===== config.mk =====
export PLATFORM = sky130hd
export DESIGN_NAME = irq_sequencer
export DESIGN_NICKNAME = d
export VERILOG_FILES = /design/src/rtl/irq_sequencer.sv
export SDC_FILE = /design/constraint.sdc
export NUM_CORES = 1
export LEC_CHECK = 0
export BUFFER_PORTS_ARGS = -buffer_cell sky130_fd_sc_hd__buf_2
export CAP_MARGIN = 20
export CORE_MARGIN = 3
export CORE_UTILIZATION = 45
export CTS_CLUSTER_DIAMETER = 60
export DETAILED_ROUTE_END_ITERATION = 8
export GPL_TIMING_DRIVEN = 0
export PLACE_DENSITY = 0.8
export SLEW_MARGIN = 25
export SYNTH_ARGS = -nofsm -noshare
export SYNTH_HDL_FRONTEND = slang
export SYNTH_SLANG_ARGS = --single-unit
export TNS_END_PERCENT = 20

===== constraint.sdc =====
create_clock -name clk -period 4.12 [get_ports clk]
set_clock_uncertainty 0.05 [all_clocks]
set_input_delay 0.412 -clock clk [delete_from_list [all_inputs] [get_ports clk]]
set_output_delay 0.412 -clock clk [all_outputs]
set_load 0.005 [all_outputs]

===== src/rtl/irq_sequencer.sv =====
// irq_sequencer: CPU-side interrupt entry/return sequencer.
// Samples irq_assert at instruction boundaries while interrupts are enabled.
// On entry it saves {return PC, flags, IE} and redirects fetch to VECTOR.
// On RTI it restores the saved PC, flags and IE.
// Optional feature macro: IRQ_SEQ_NEST_EN.
//   Defined:   nested interrupts, shadow stack of DEPTH entries.
//   Undefined: a single saved context, and a handler can never be interrupted.
module irq_sequencer #(
  parameter int              PC_W   = 16,
  parameter int              FLAG_W = 4,
  parameter int              DEPTH  = 4,
  parameter logic [PC_W-1:0] VECTOR = PC_W'(16'h0004)
) (
  input  logic              clk,
  input  logic              reset_n,
  input  logic              irq_assert,
  input  logic              insn_boundary,
  input  logic [PC_W-1:0]   cur_pc,
  input  logic [FLAG_W-1:0] cur_flags,
  input  logic              ie_set,
  input  logic              ie_clr,
  input  logic              rti,
  output logic              stall,
  output logic              redirect_valid,
  output logic [PC_W-1:0]   redirect_pc,
  output logic              flags_load,
  output logic [FLAG_W-1:0] flags_out,
  output logic              ie,
  output logic [2:0]        depth,
  output logic              rti_underflow
);

  typedef enum logic [1:0] {
    ST_RUN,
    ST_ENTER,
    ST_RETURN
  } state_t;

  state_t state;
  state_t state_next;

  logic              take_rti;
  logic              take_irq;
  logic              hit_underflow;
  logic              ie_set_ok;
  logic              ie_next;
  logic [2:0]        depth_next;

  // Context on top of the save area (the one an RTI would restore).
  logic [PC_W-1:0]   top_pc;
  logic [FLAG_W-1:0] top_flags;
  logic              top_ie;

  // Context latched at the RTI decision and presented during RETURN.
  logic [PC_W-1:0]   ret_pc;
  logic [FLAG_W-1:0] ret_flags;
  logic              ret_ie;

`ifdef IRQ_SEQ_NEST_EN
  localparam int CAP   = DEPTH;
  localparam int IDX_W = (DEPTH > 1) ? $clog2(DEPTH) : 1;

  logic [PC_W-1:0]   stk_pc    [DEPTH];
  logic [FLAG_W-1:0] stk_flags [DEPTH];
  logic              stk_ie    [DEPTH];
  logic [IDX_W-1:0]  push_idx;
  logic [IDX_W-1:0]  pop_idx;

  assign push_idx  = IDX_W'(depth);
  assign pop_idx   = IDX_W'(depth - 3'd1);
  assign ie_set_ok = 1'b1;

  // Shadow stack storage; entries are written on every accepted entry.
  always_ff @(posedge clk) begin
    if (take_irq) begin
      stk_pc[push_idx]    <= cur_pc;
      stk_flags[push_idx] <= cur_flags;
      stk_ie[push_idx]    <= ie;
    end
  end

  // The top of stack sits one below the current occupancy.
  always_comb begin
    top_pc    = stk_pc[pop_idx];
    top_flags = stk_flags[pop_idx];
    top_ie    = stk_ie[pop_idx];
  end
`else
  // One saved context only; DEPTH has no effect in this build.
  localparam int CAP = (DEPTH > 0) ? 1 : 1;

  logic [PC_W-1:0]   saved_pc;
  logic [FLAG_W-1:0] saved_flags;
  logic              saved_ie;

  // EI inside the handler is ignored so the handler cannot be interrupted.
  assign ie_set_ok = (depth == 3'd0);

  // Single saved-context register, loaded on entry.
  always_ff @(posedge clk or negedge reset_n) begin
    if (!reset_n) begin
      saved_pc    <= '0;
      saved_flags <= '0;
      saved_ie    <= 1'b0;
    end else if (take_irq) begin
      saved_pc    <= cur_pc;
      saved_flags <= cur_flags;
      saved_ie    <= ie;
    end
  end

  // The only entry is always the top.
  always_comb begin
    top_pc    = saved_pc;
    top_flags = saved_flags;
    top_ie    = saved_ie;
  end
`endif

  localparam logic [2:0] CAP_D = 3'(CAP);

  // Boundary decisions in RUN; RTI outranks a pending interrupt.
  always_comb begin
    take_rti      = 1'b0;
    hit_underflow = 1'b0;
    take_irq      = 1'b0;
    if (state == ST_RUN && insn_boundary) begin
      if (rti) begin
        take_rti      = (depth != 3'd0);
        hit_underflow = (depth == 3'd0);
      end else begin
        take_irq = irq_assert && ie && (depth < CAP_D);
      end
    end
  end

  // Next state and the redirect/flags outputs, decoded from the state.
  always_comb begin
    state_next     = state;
    stall          = 1'b0;
    redirect_valid = 1'b0;
    redirect_pc    = '0;
    flags_load     = 1'b0;
    flags_out      = '0;
    case (state)
      ST_RUN: begin
        if (take_rti) begin
          state_next = ST_RETURN;
        end else if (take_irq) begin
          state_next = ST_ENTER;
        end
      end
      ST_ENTER: begin
        stall          = 1'b1;
        redirect_valid = 1'b1;
        redirect_pc    = VECTOR;
        state_next     = ST_RUN;
      end
      ST_RETURN: begin
        stall          = 1'b1;
        redirect_valid = 1'b1;
        redirect_pc    = ret_pc;
        flags_load     = 1'b1;
        flags_out      = ret_flags;
        state_next     = ST_RUN;
      end
      default: begin
        state_next = ST_RUN;
      end
    endcase
  end

  // Interrupt-enable and occupancy updates; EI/DI only matter while running.
  always_comb begin
    ie_next    = ie;
    depth_next = depth;
    case (state)
      ST_RUN: begin
        if (take_irq) begin
          ie_next    = 1'b0;
          depth_next = depth + 3'd1;
        end else if (ie_clr) begin
          ie_next = 1'b0;
        end else if (ie_set && ie_set_ok) begin
          ie_next = 1'b1;
        end
      end
      ST_RETURN: begin
        ie_next    = ret_ie;
        depth_next = depth - 3'd1;
      end
      default: begin
        ie_next    = ie;
        depth_next = depth;
      end
    endcase
  end

  // State, enable, occupancy, sticky underflow and the latched return context.
  always_ff @(posedge clk or negedge reset_n) begin
    if (!reset_n) begin
      state         <= ST_RUN;
      ie            <= 1'b0;
      depth         <= 3'd0;
      rti_underflow <= 1'b0;
      ret_pc        <= '0;
      ret_flags     <= '0;
      ret_ie        <= 1'b0;
    end else begin
      state <= state_next;
      ie    <= ie_next;
      depth <= depth_next;
      if (hit_underflow) begin
        rti_underflow <= 1'b1;
      end
      if (take_rti) begin
        ret_pc    <= top_pc;
        ret_flags <= top_flags;
        ret_ie    <= top_ie;
      end
    end
  end

endmodule


# Yosys cells after proc, flatten, opt, wreduce, memory -nomap -nowiden
# Index checks and enable logic that the tools add are counted.
# W data, S select, Z words.
# word_totals
elab_cells	48
n_memories	0
latch_bits	0
inputBits	27
reg_bits	49
mem_bits_ro	0
ram_bits	0
out_inout_bits	28
# classes
order_cmp	1
bitwise_logic	0
n_eq_ne	5
div	0
n_reduce_logical	11
mul	0
n_mux	19
n_addsub	2
n_shift	0
# op_table
operator	count
$pmux W16 S2	1
$mux W1	11
$mux W2	3
$pmux W3 S2	1
$logic_and A1 B1 Y1	4
$mux W4	1
$ne A4 B3 Y1 const B	1
$reduce_and A2 Y1	2
$add A3 B1 Y3 const B	1
$logic_not A3 Y1	1
$lt A3 B1 Y1 const B	1
$mux W3	1
$ne A3 B3 Y1 const B	1
$reduce_bool A3 Y1	1
$sub A3 B1 Y3 const B	1
$eq A2 B1 Y1 const B	1
$eq A2 B2 Y1 const B	1
$logic_not A2 Y1	1
$ne A2 B2 Y1 const B	1
$pmux W1 S2	1
$reduce_bool A2 Y1	1
$reduce_or A2 Y1	1

# Longest topological paths before layout
# Gate-level depths: netlist of the first run.
# depth
depth_word	7
ltp_mapped	7
ltp_nobuf	5

# Worst setup path before layout of the first run
# OpenSTA, ideal clock, no wires.
# synth_timing
path_type	register to register
startpoint	register state[0]
endpoint	register saved_flags[1]
period_less_slack_ns	1.803
n_path_buf	2
arrival_ns	1.628
stages_incl_launch_ff	8
setup_slack_ns	2.317
setup_time_ns	0.125
required_ns	3.945
path_cell_list	dfrtp_1 -> inv_1 -> ha_1 -> and4b_4 -> buf_6 -> and2_4 -> buf_12 -> mux2_4
# synth_via
elab_chain_cells	3
# synth_rtl
element	line	text
from (decl)	39	state_t state;
from (signal assigned)	210	state <= state_next;
$logic_not A2 Y1	127	if (state == ST_RUN && insn_boundary) begin
$logic_and A1 B1 Y1	127	
$mux W1	127	
to (signal assigned)	107	saved_flags <= cur_flags;
to (decl)	93	logic [FLAG_W-1:0] saved_flags;
# No other way between the ends.
# A chain may end at the register's enable or synchronous reset.

# Worst setup path in the final report of the first run
# layout_timing
startpoint	register state[0]
endpoint	output flags_out[3]
# layout_via
elab_chain_cells	2
# layout_rtl
element	line	text
$eq A2 B2 Y1	145	case (state)
$mux W4	145	
to (decl)	27	output logic [FLAG_W-1:0] flags_out,
# No other way between the ends.

==> impl_metrics.yaml, run 1 <==
setup_path:
  worst_setup_end_kind: "primary output"
  worstPathCellList: "inv_1 -> ha_1 -> clkbuf_1 -> clkbuf_1 -> and2_1 -> buf_2"
  worstReg2RegEnd: "ret_pc[12]"
  worstPathMaxFanout: 10
  arrival_ns: 1.98
  cp.required_ns: 3.66
  worst_r2r_path_depth: 7
  worstReg2RegStart: "state[0]"
  r2r_slack_ns: 2.08
  critical_path_s_slowest_cell: "sky130_fd_sc_hd__dfrtp_1"
  critical-path-top-cell-by-count: "sky130_fd_sc_hd__clkbuf_1"
  max_stage_delay_ns: 0.39
  crit_path_start_kind: "flop"
  path_class: "flop to primary output"
grt:
  antenna_found_initial: 0
  first_global_vias: 1557
  grt_remaining_overflow: 0
  grt_util_all_layers_pct: 15.4
  grt_pass1_wl_mm: 7.40
  pin_count_of_the_biggest_net_entering_global_routing: 50
pwr:
  irDropWorstVdd_mv: 0.320
  p_leak_nw: 1.46
  power.density_nw_per_um2: 597
timing:
  report.final.setup_viol: 0
  final.period_utilization_pct: 59.4
  fmax_mhz: 409
  timing_hold_violations_final: 0
  slew_violations: 0
  maxSlewHeadroom_pct: 60.2
  setup_repair_after_global_routing_missed_its_margin: "no"
  max_slew.worst_pin.slew_ns: 0.597
  layout_min_cycle_time_ns: 2.45
  setup-tns-final_ns: 0
detailed_routing:
  via_count: 1452
  vias_per_cell: 4.94
  dr.first_iter.drc_count: 56
  total_drc_errors_in_the_routed_layout: 0
  drt-pass1-iter-count: 4
  drt.antenna.violating_nets: 0
  detail_route.wirelength_mm: 4.22
  wire_per_inst_um: 14.4
yosys:
  ys_seq_elements: 49
  ys_async_sr_fraction_pct: 100
  syn_avg_cell_area_sq_um: 14.1
  synthCells: 165
  synth_top_flop_cell: "sky130_fd_sc_hd__dfrtp_1"
  synth_enable_flop_cells: 0
  syn_nets: 198
  yosysWarnings: 0
  synth_seq_area_share_pct: 52.8
  syn-cell-area_sq_um: 2320
  synth.lib_cells_used.distinct: 31
clock_network:
  cts.path.max_buffers: 2
  insertion_delay_ns: 0.30
  tritoncts: "yes"
  cts_inserted_buffers: 5
  hold_buffers: 0
  cts.sinks: 49
  cts_h_tree_depth: 2
  clkSlewWorstSetupHoldPaths_ns: 0.09
  cts_setup_buffers: 0
  cts_resized: 0
  clockRootBuffer: "sky130_fd_sc_hd__clkbuf_8"
flow_run:
  maxCapViolations: 0
die:
  row_count: 25
  die_width_um: 77.8
  height_of_the_die_um: 77.8
  initial_core_util_pct: 47.9
  pin_count: 55
  fp.dieArea_sq_um: 6060
  core-area_sq_um: 4850
finish:
  drive_above_1_share_pct: 50.7
  diodes_inserted: 0
  syn_to_final_growth_pct: 21.3
  layout.cell_area.non_filler_sq_um: 2820
  finalNetCount: 259
min_path:
  worstHoldPathType: "input pin to asynchronous set/reset pin"
status:
  status: "complete, no violations"
placed_design:
  instance_area_at_placement_sq_um: 2680
  io_buffers: 54
  dp_hpwl_mm: 3.02
  gp_routability_congestion: 0.803
cells in the mapped netlist (3+ instances only):
library cell               number  area, sq um
sky130_fd_sc_hd__mux2_2        22          248
sky130_fd_sc_hd__mux2_4        19          285
sky130_fd_sc_hd__inv_1          5         18.8
sky130_fd_sc_hd__nand2b_1       4         25.0
sky130_fd_sc_hd__a211oi_1       3         22.5
sky130_fd_sc_hd__ha_1           6         75.1
sky130_fd_sc_hd__and2_1        20          125
sky130_fd_sc_hd__dfrtp_1       49         1230
sky130_fd_sc_hd__clkbuf_1       3         11.3
sky130_fd_sc_hd__a21oi_1        3         15.0
sky130_fd_sc_hd__nor2b_1        5         31.3
critical path, delay by kind of cell (launching register included):
family                     cells  cell delay [ns]
DFF                            1             0.39
and+or+nand+nor                1             0.19
buffers and inverters          4             0.90
adders and majority gates      1             0.20
routing by layer:
| layer | part of all wire, % | vias to the layer above | GRT usage, % |
|---|---|---|---|
| li1 | - | 685 | - |
| met1 | 46 | 721 | 20.0 |
| met2 | 47 | 41 | 25.6 |
| met4 | 0.88 | 0 | 4.98 |
| met5 | 0 | - | 0 |
| met3 | 5.7 | 5 | 3.25 |
power breakdown:
| group | switching (W) | total [W] | internal, W |
|---|---|---|---|
| logic | 0.000219 | 0.000531 | 0.000312 |
| registers | 0.000103 | 0.000747 | 0.000644 |
| clock network | 0.000159 | 0.000404 | 0.000244 |
| total | 0.000482 | 0.00168 | 0.00120 |
cell type report:
cell class | instances | area (sq um)
multi-input cells | 101 | 990
flip-flops and latches | 49 | 1230
clock buffers | 5 | 68.8
fillers | 408 | 2030
inverters | 5 | 18.8
repair buffers | 54 | 273
well taps | 67 | 83.8
clock inverters | 3 | 68.8
plain buffers | 10 | 87.6
logic make-up after synthesis:
family                     Yosys count  share of synthesized area [%]
DFF                                 49                           52.8
muxes                               43                           23.8
and+or+nand+nor                     38                           11.3
buffers and inverters               15                           4.58
AOI/OAI and AO/OA                   14                           4.31
adders and majority gates            6                           3.23
layout by cell type (no fill, tap or decap), types with 2 or more instances in the layout:
cell type,count
sky130_fd_sc_hd__a211oi_1,3
sky130_fd_sc_hd__clkbuf_8,5
sky130_fd_sc_hd__buf_12,2
sky130_fd_sc_hd__ha_1,6
sky130_fd_sc_hd__dfrtp_1,49
sky130_fd_sc_hd__clkbuf_1,3
sky130_fd_sc_hd__buf_2,55
sky130_fd_sc_hd__mux2_2,22
sky130_fd_sc_hd__buf_4,3
sky130_fd_sc_hd__nor2_1,2
sky130_fd_sc_hd__bufinv_16,2
sky130_fd_sc_hd__nor2b_1,5
sky130_fd_sc_hd__inv_1,5
sky130_fd_sc_hd__mux2_4,19
sky130_fd_sc_hd__nand2b_1,4
sky130_fd_sc_hd__a21oi_1,3
sky130_fd_sc_hd__o21ai_0,2
sky130_fd_sc_hd__mux2i_1,2
sky130_fd_sc_hd__and2_1,20
sequential cells by signal (all words and copies together), names as in the netlist, 2 cells and up:
signal,count
depth,3
ret_flags,4
ret_pc,16
saved_flags,4
saved_pc,16
state,2
per-stage QoR:
stage               hold slack (ns)  worst slack, ns  power (W)  std cells  utilization (%)
floorplan                    0.0664             2.32    0.00111        165                -
detailed placement            0.406             1.98    0.00129        286             55.3
global route                  0.107             1.45    0.00180        294             58.1
CTS                          0.0871             1.63    0.00170        294             58.1
global placement              0.397             1.97    0.00127        286             55.2
finish                       0.0702             1.67    0.00168        294             58.1
worst max-delay path by stage:
stage	startpoint	to	slack, ns	cells past startpoint
after floorplan	state[0]	saved_flags[1]	2.32	7
after global placement	state[0]	flags_out[2]	1.97	6
after detailed placement	state[0]	flags_out[3]	1.98	6
after CTS	state[0]	flags_out[3]	1.63	6
after global routing	state[0]	redirect_pc[4]	1.45	6
final	state[0]	flags_out[3]	1.67	6
(Power assumes the default switching activity.)
==> run 2, diff against run 1 <==
Settings changed: PLACE_DENSITY 0.8 to 0.82.
Clock period 4.12 ns to 2.15 ns, I/O delays scaled along.
==> run 2 against run 1 <==
  * Worst setup slack lost 1.6 ns
  * Final cell count is the same
  * Final area shrank 0.98%
  * Routed wire length grew 2.5%
  * Sequential share of layout area grew 0.47 points
  * Total power grew 80%
  * Critical path type unchanged
  * Largest cell class unchanged
==> impl_metrics.yaml, run 2 (synthesized netlist as in run 1, its figures left out) <==
status:
  status: "complete, no violations"
timing:
  hold_ws_ns: 0.0766
  setup_repair_after_global_routing_missed_its_margin: "no"
  setup-tns-final_ns: 0
  maxSlewHeadroom_pct: 60.7
  fmax_mhz: 492
  max_slew.worst_pin.slew_ns: 0.590
  layout_min_cycle_time_ns: 2.03
  final.period_utilization_pct: 94.6
  report.final.setup_viol: 0
  timing_hold_violations_final: 0
  slew_violations: 0
pwr:
  switching_power_w: 0.000943
  power.density_nw_per_um2: 1080
  seq_power_share_pct: 47.2
  power.clock.fraction_pct: 18.7
  switching_share_pct: 31.2
  irDropWorstVdd_mv: 0.464
  combinationalPowerShare_pct: 34.1
  p_leak_nw: 1.44
  cell_internal_power_w: 0.00208
finish:
  multi_input_area_sq_um: 992
  drive_above_1_share_pct: 52.4
  fillers: 412
  layout.cell_area.non_filler_sq_um: 2790
  registers_with_the_most_flip_flops: "ret_pc x16, saved_pc x16"
  syn_to_final_growth_pct: 20.1
  final_cell_mix: "54 x sky130_fd_sc_hd__buf_2, 48 x sky130_fd_sc_hd__dfrtp_1, 22 x sky130_fd_sc_hd__mux2_2"
  seq_area_sq_um: 1230
  diodes_inserted: 0
  mostFrequentLayoutCell: "sky130_fd_sc_hd__buf_2"
  finalNetCount: 259
flow_run:
  maxCapViolations: 0
detailed_routing:
  wire_per_inst_um: 14.7
  total_drc_errors_in_the_routed_layout: 0
  detail_route.wirelength_mm: 4.33
  dr.first_iter.drc_count: 121
  via_count: 1446
  drt.antenna.violating_nets: 0
  drt-pass1-iter-count: 4
  vias_per_cell: 4.92
setup_path:
  path_class: "flop to primary output"
  cp_num_buf_inv: 3
  arrival_ns: 1.77
  worst_setup_end_kind: "primary output"
  crit_path_start_kind: "flop"
  cpLargestDelayFamily: "buffers and inverters"
  critical_path_s_slowest_cell: "sky130_fd_sc_hd__ha_1"
  worstPathCellList: "inv_1 -> ha_1 -> clkbuf_2 -> and2_1 -> buf_2"
  cp.required_ns: 1.88
  max_stage_delay_ns: 0.41
  worstPathMaxFanout: 12
die:
  die_width_um: 77.8
  initial_core_util_pct: 47.9
  row_count: 25
  fp.dieArea_sq_um: 6060
  core-area_sq_um: 4850
  height_of_the_die_um: 77.8
  pin_count: 55
grt:
  grt_util_all_layers_pct: 16.0
  antenna_found_initial: 0
  grt_remaining_overflow: 0
  grt_pass1_wl_mm: 7.57
  first_global_vias: 1570
  pin_count_of_the_biggest_net_entering_global_routing: 50
placed_design:
  io_buffers: 54
  dp_hpwl_mm: 3.11
  gp_routability_congestion: 0.788
  instance_area_at_placement_sq_um: 2680
clock_network:
  cts.path.max_buffers: 2
  cts_h_tree_depth: 2
  clockRootBuffer: "sky130_fd_sc_hd__clkbuf_8"
  insertion_delay_ns: 0.31
  cts_inserted_buffers: 5
  clkSlewWorstSetupHoldPaths_ns: 0.10
  cts.sinks: 49
  tritoncts: "yes"
min_path:
  worstHoldPathType: "input pin to flop"
[run 2: cell count changes in the layout (fill, tap and decap cells not counted)]
cell	delta
sky130_fd_sc_hd__clkbuf_1	-3
sky130_fd_sc_hd__bufinv_16	-2
sky130_fd_sc_hd__clkbuf_2	+2
sky130_fd_sc_hd__clkinvlp_4	+2
sky130_fd_sc_hd__buf_2	-1
sky130_fd_sc_hd__clkbuf_4	+1
sky130_fd_sc_hd__dfrtp_1	-1
sky130_fd_sc_hd__dfrtp_2	+1
sky130_fd_sc_hd__dlygate4sd3_1	+1
sky130_fd_sc_hd__ha_1	-1
sky130_fd_sc_hd__ha_2	+1
sky130_fd_sc_hd__inv_6	-1
sky130_fd_sc_hd__inv_8	+1
[run 2: cell type report]
cell class | instances | area share [%]
well taps | 67 | 3.01
plain buffers | 9 | 3.19
clock inverters | 3 | 0.942
flip-flops and latches | 49 | 44.0
clock buffers | 5 | 2.47
inverters | 5 | 0.673
repair buffers | 55 | 10.1
multi-input cells | 101 | 35.6
[run 2: per-layer routing]
layer	share of wire (%)	up-vias	global-route usage [%]
li1	-	687	-
met1	44	711	20.0
met2	49	41	26.5
met4	1.6	0	5.34
met3	5.8	7	4.64
met5	0	-	0
[run 2: metrics by stage]
| step | total power, W | worst slack (ns) | instances | util [%] |
|---|---|---|---|---|
| 2_1_floorplan | 0.00212 | 0.347 | 165 | - |
| 3_3_place_gp | 0.00243 | 0.158 | 286 | 55.2 |
| 3_5_place_dp | 0.00248 | 0.0319 | 286 | 55.2 |
| 4_1_cts | 0.00305 | 0.0162 | 293 | 57.1 |
| 5_1_grt | 0.00326 | 0.00220 | 294 | 57.5 |
| 6_report | 0.00302 | 0.117 | 294 | 57.5 |
[run 2: power groups by stage]
| stage | Clock [W] | Sequential (W) | Combinational [W] |
|---|---|---|---|
| floorplan | 0 | 0.00139 | 0.000727 |
| global placement | 0 | 0.00143 | 0.00100 |
| detailed placement | 0 | 0.00145 | 0.00103 |
| CTS | 0.000581 | 0.00143 | 0.00104 |
| global route | 0.000625 | 0.00148 | 0.00115 |
| finish | 0.000566 | 0.00143 | 0.00103 |
[run 2: what timing repair did]
item	4_1_cts	5_1_grt
hold buffers	0	1
hold endpoints to repair	0	49
gates resized for setup	2	3
endpoints found under the setup margin	19	18
cloned	0	0
buffers inserted	0	0
[run 2: worst reg2reg max path: cells and delay by family (launching register included)]
| family | cells | cell delay, ns |
|---|---|---|
| buffers and inverters | 3 | 0.53 |
| AND/OR/NAND/NOR | 2 | 0.24 |
| multiplexers | 1 | 0.36 |
| flip-flops | 1 | 0.39 |
| adder cells (fa/ha/maj) | 1 | 0.27 |
[run 2: worst paths after layout]
check	startpoint	end	slack (ns)	depth (start not counted)
worst max-delay path	state[0]	flags_out[0]	0.12	5
worst min-delay path	cur_flags[1]	saved_flags[1]	0.08	2
worst max register to register	state[0]	ret_pc[10]	0.19	7
worst min register to register	saved_ie	saved_ie	0.42	1
max in group asynchronous	reset_n	depth[0]	1.23	2
min in group asynchronous	reset_n	ret_pc[5]	0.40	2
==> run 3, diff against run 2 <==
Settings changed: PLACE_DENSITY 0.82 to 0.8.
Clock period 2.15 ns to 2.1 ns, I/O delays scaled along.
==> run 3 against run 2 <==
  * Total power up 9.7%
  * Critical path type is now flop to flop
  * Global-route usage down 0.65 points
  * Final cell count unchanged
  * Clock power up 40%
==> impl_metrics.yaml, run 3 (synthesized netlist as in run 1, its figures left out) <==
timing:
  maxSlewHeadroom_pct: 60.0
  max_slew.worst_pin.slew_ns: 0.600
  timing_hold_violations_final: 0
  hold_ws_ns: 0.0852
  final.period_utilization_pct: 94.2
  report.final.setup_viol: 0
  setup_repair_after_global_routing_missed_its_margin: "no"
  slew_violations: 0
  layout_min_cycle_time_ns: 1.98
  setup-tns-final_ns: 0
  fmax_mhz: 505
placed_design:
  dp_hpwl_mm: 3.02
  numPlacedInstances: 286
  gp_routability_congestion: 0.803
  io_buffers: 54
flow_run:
  maxCapViolations: 0
die:
  die_width_um: 77.8
  fp.dieArea_sq_um: 6060
  height_of_the_die_um: 77.8
  pin_count: 55
  initial_core_util_pct: 47.9
  row_count: 25
  core-area_sq_um: 4850
detailed_routing:
  total_drc_errors_in_the_routed_layout: 0
  drt-pass1-iter-count: 4
  wire_per_inst_um: 14.4
  route.top_layer_used: "met4"
  dr_wl_met3_um: 222
  dr.first_iter.drc_count: 63
  drt.antenna.violating_nets: 0
  met2WireLength_mm: 2.03
  wl_met1_mm: 1.95
  vias_per_cell: 4.90
  detail_route.wirelength_mm: 4.24
  via_count: 1440
pwr:
  design_power_total_w: 0.00332
  p_leak_nw: 1.47
  power.density_nw_per_um2: 1170
  irDropWorstVdd_mv: 0.629
clock_network:
  clockRootBuffer: "sky130_fd_sc_hd__clkbuf_8"
  cts_h_tree_depth: 2
  clkSlewWorstSetupHoldPaths_ns: 0.09
  tritoncts: "yes"
  cts_inserted_buffers: 5
  cts.sinks: 49
  cts.path.max_buffers: 2
  insertion_delay_ns: 0.29
finish:
  final_cell_mix: "54 x sky130_fd_sc_hd__buf_2, 49 x sky130_fd_sc_hd__dfrtp_1, 22 x sky130_fd_sc_hd__mux2_2"
  finalNetCount: 259
  fillers: 409
  drive_above_1_share_pct: 52.4
  diodes_inserted: 0
  registers_with_the_most_flip_flops: "ret_pc x16, saved_pc x16"
  syn_to_final_growth_pct: 22.0
  post-route-util_pct: 58.4
  finished_layout_cells: 294
  mostFrequentLayoutCell: "sky130_fd_sc_hd__buf_2"
setup_path:
  worstPathMaxFanout: 10
  arrival_ns: 2.12
  max_stage_delay_ns: 0.48
  worstPathCellList: "inv_1 -> ha_1 -> nand2b_1 -> nor2b_1 -> buf_2 -> clkbuf_4 -> mux2_2"
  path_class: "flop to flop"
  cpLargestDelayFamily: "buffers and inverters"
  critical_path_s_slowest_cell: "sky130_fd_sc_hd__dfrtp_1"
  crit_path_start_kind: "flop"
  cp_num_buf_inv: 3
  worst_setup_end_kind: "flop"
  cp.required_ns: 2.24
status:
  status: "complete, no violations"
grt:
  grt_remaining_overflow: 0
  pin_count_of_the_biggest_net_entering_global_routing: 50
  first_global_vias: 1548
  grt_pass1_wl_mm: 7.37
  grt_util_all_layers_pct: 15.4
  antenna_found_initial: 0
min_path:
  worstHoldPathType: "input pin to flop"
[run 3: timing repair]
| action | 4_1_cts | 5_1_grt |
|---|---|---|
| resized for setup | 2 | 3 |
| hold buffers | 1 | 0 |
| endpoints found under the hold margin | 49 | 0 |
| endpoints found under the setup margin | 19 | 27 |
| buffers inserted | 0 | 0 |
| pin swaps | 0 | 0 |
[run 3: path summary, 6_finish.rpt]
kind                            slack [ns]      endpoint      start  cells after the start
worst min-delay path                  0.09   saved_pc[1]  cur_pc[1]                      2
min in group asynchronous             0.41   saved_pc[0]    reset_n                      2
worst max-delay path                  0.12    ret_pc[12]   depth[0]                      7
worst min register to register        0.43      saved_ie   saved_ie                      1
worst max register to register        0.12    ret_pc[12]   depth[0]                      7
max in group asynchronous             1.19  saved_pc[10]    reset_n                      2
[run 3: final cells by class]
type	count	area (sq um)	area share [%]
clock buffer	5	68.8	2.43
multi-input combinational	101	995	35.1
buffer	9	88.8	3.14
clock inverter	3	68.8	2.43
sequential	49	1230	43.3
tap	67	83.8	2.96
timing repair buffer	55	283	9.98
inverter	5	18.8	0.663
[run 3: metrics by stage]
| stage | worst slack [ns] | area (sq um) |
|---|---|---|
| finish | 0.121 | 2830 |
| CTS | 0.0553 | 2830 |
| global placement | 0.0900 | 2680 |
| floorplan | 0.297 | 2320 |
| detailed placement | 0.0777 | 2680 |
| global route | 0.000139 | 2830 |
[run 3: worst register-to-register path, cell delays in order, from the launching register on]
cell and delay, ns:
sky130_fd_sc_hd__dfrtp_1 0.48, sky130_fd_sc_hd__inv_1 0.10, sky130_fd_sc_hd__ha_1 0.24, sky130_fd_sc_hd__nand2b_1 0.10, sky130_fd_sc_hd__nor2b_1 0.13, sky130_fd_sc_hd__buf_2 0.17
sky130_fd_sc_hd__clkbuf_4 0.25, sky130_fd_sc_hd__mux2_2 0.36
[run 3: routing by layer]
layer	GRT usage, %	vias up
met2	25.4	36
met1	20.0	715
met3	3.25	5
met4	4.98	0
li1	-	684
met5	0	-
[run 3: where the power goes]
group          leakage (nW)  total, W  switching [W]  internal (W)
sequential            0.650   0.00147       0.000203       0.00126
combinational         0.752   0.00106       0.000431      0.000624
clock                0.0687  0.000795       0.000316      0.000479
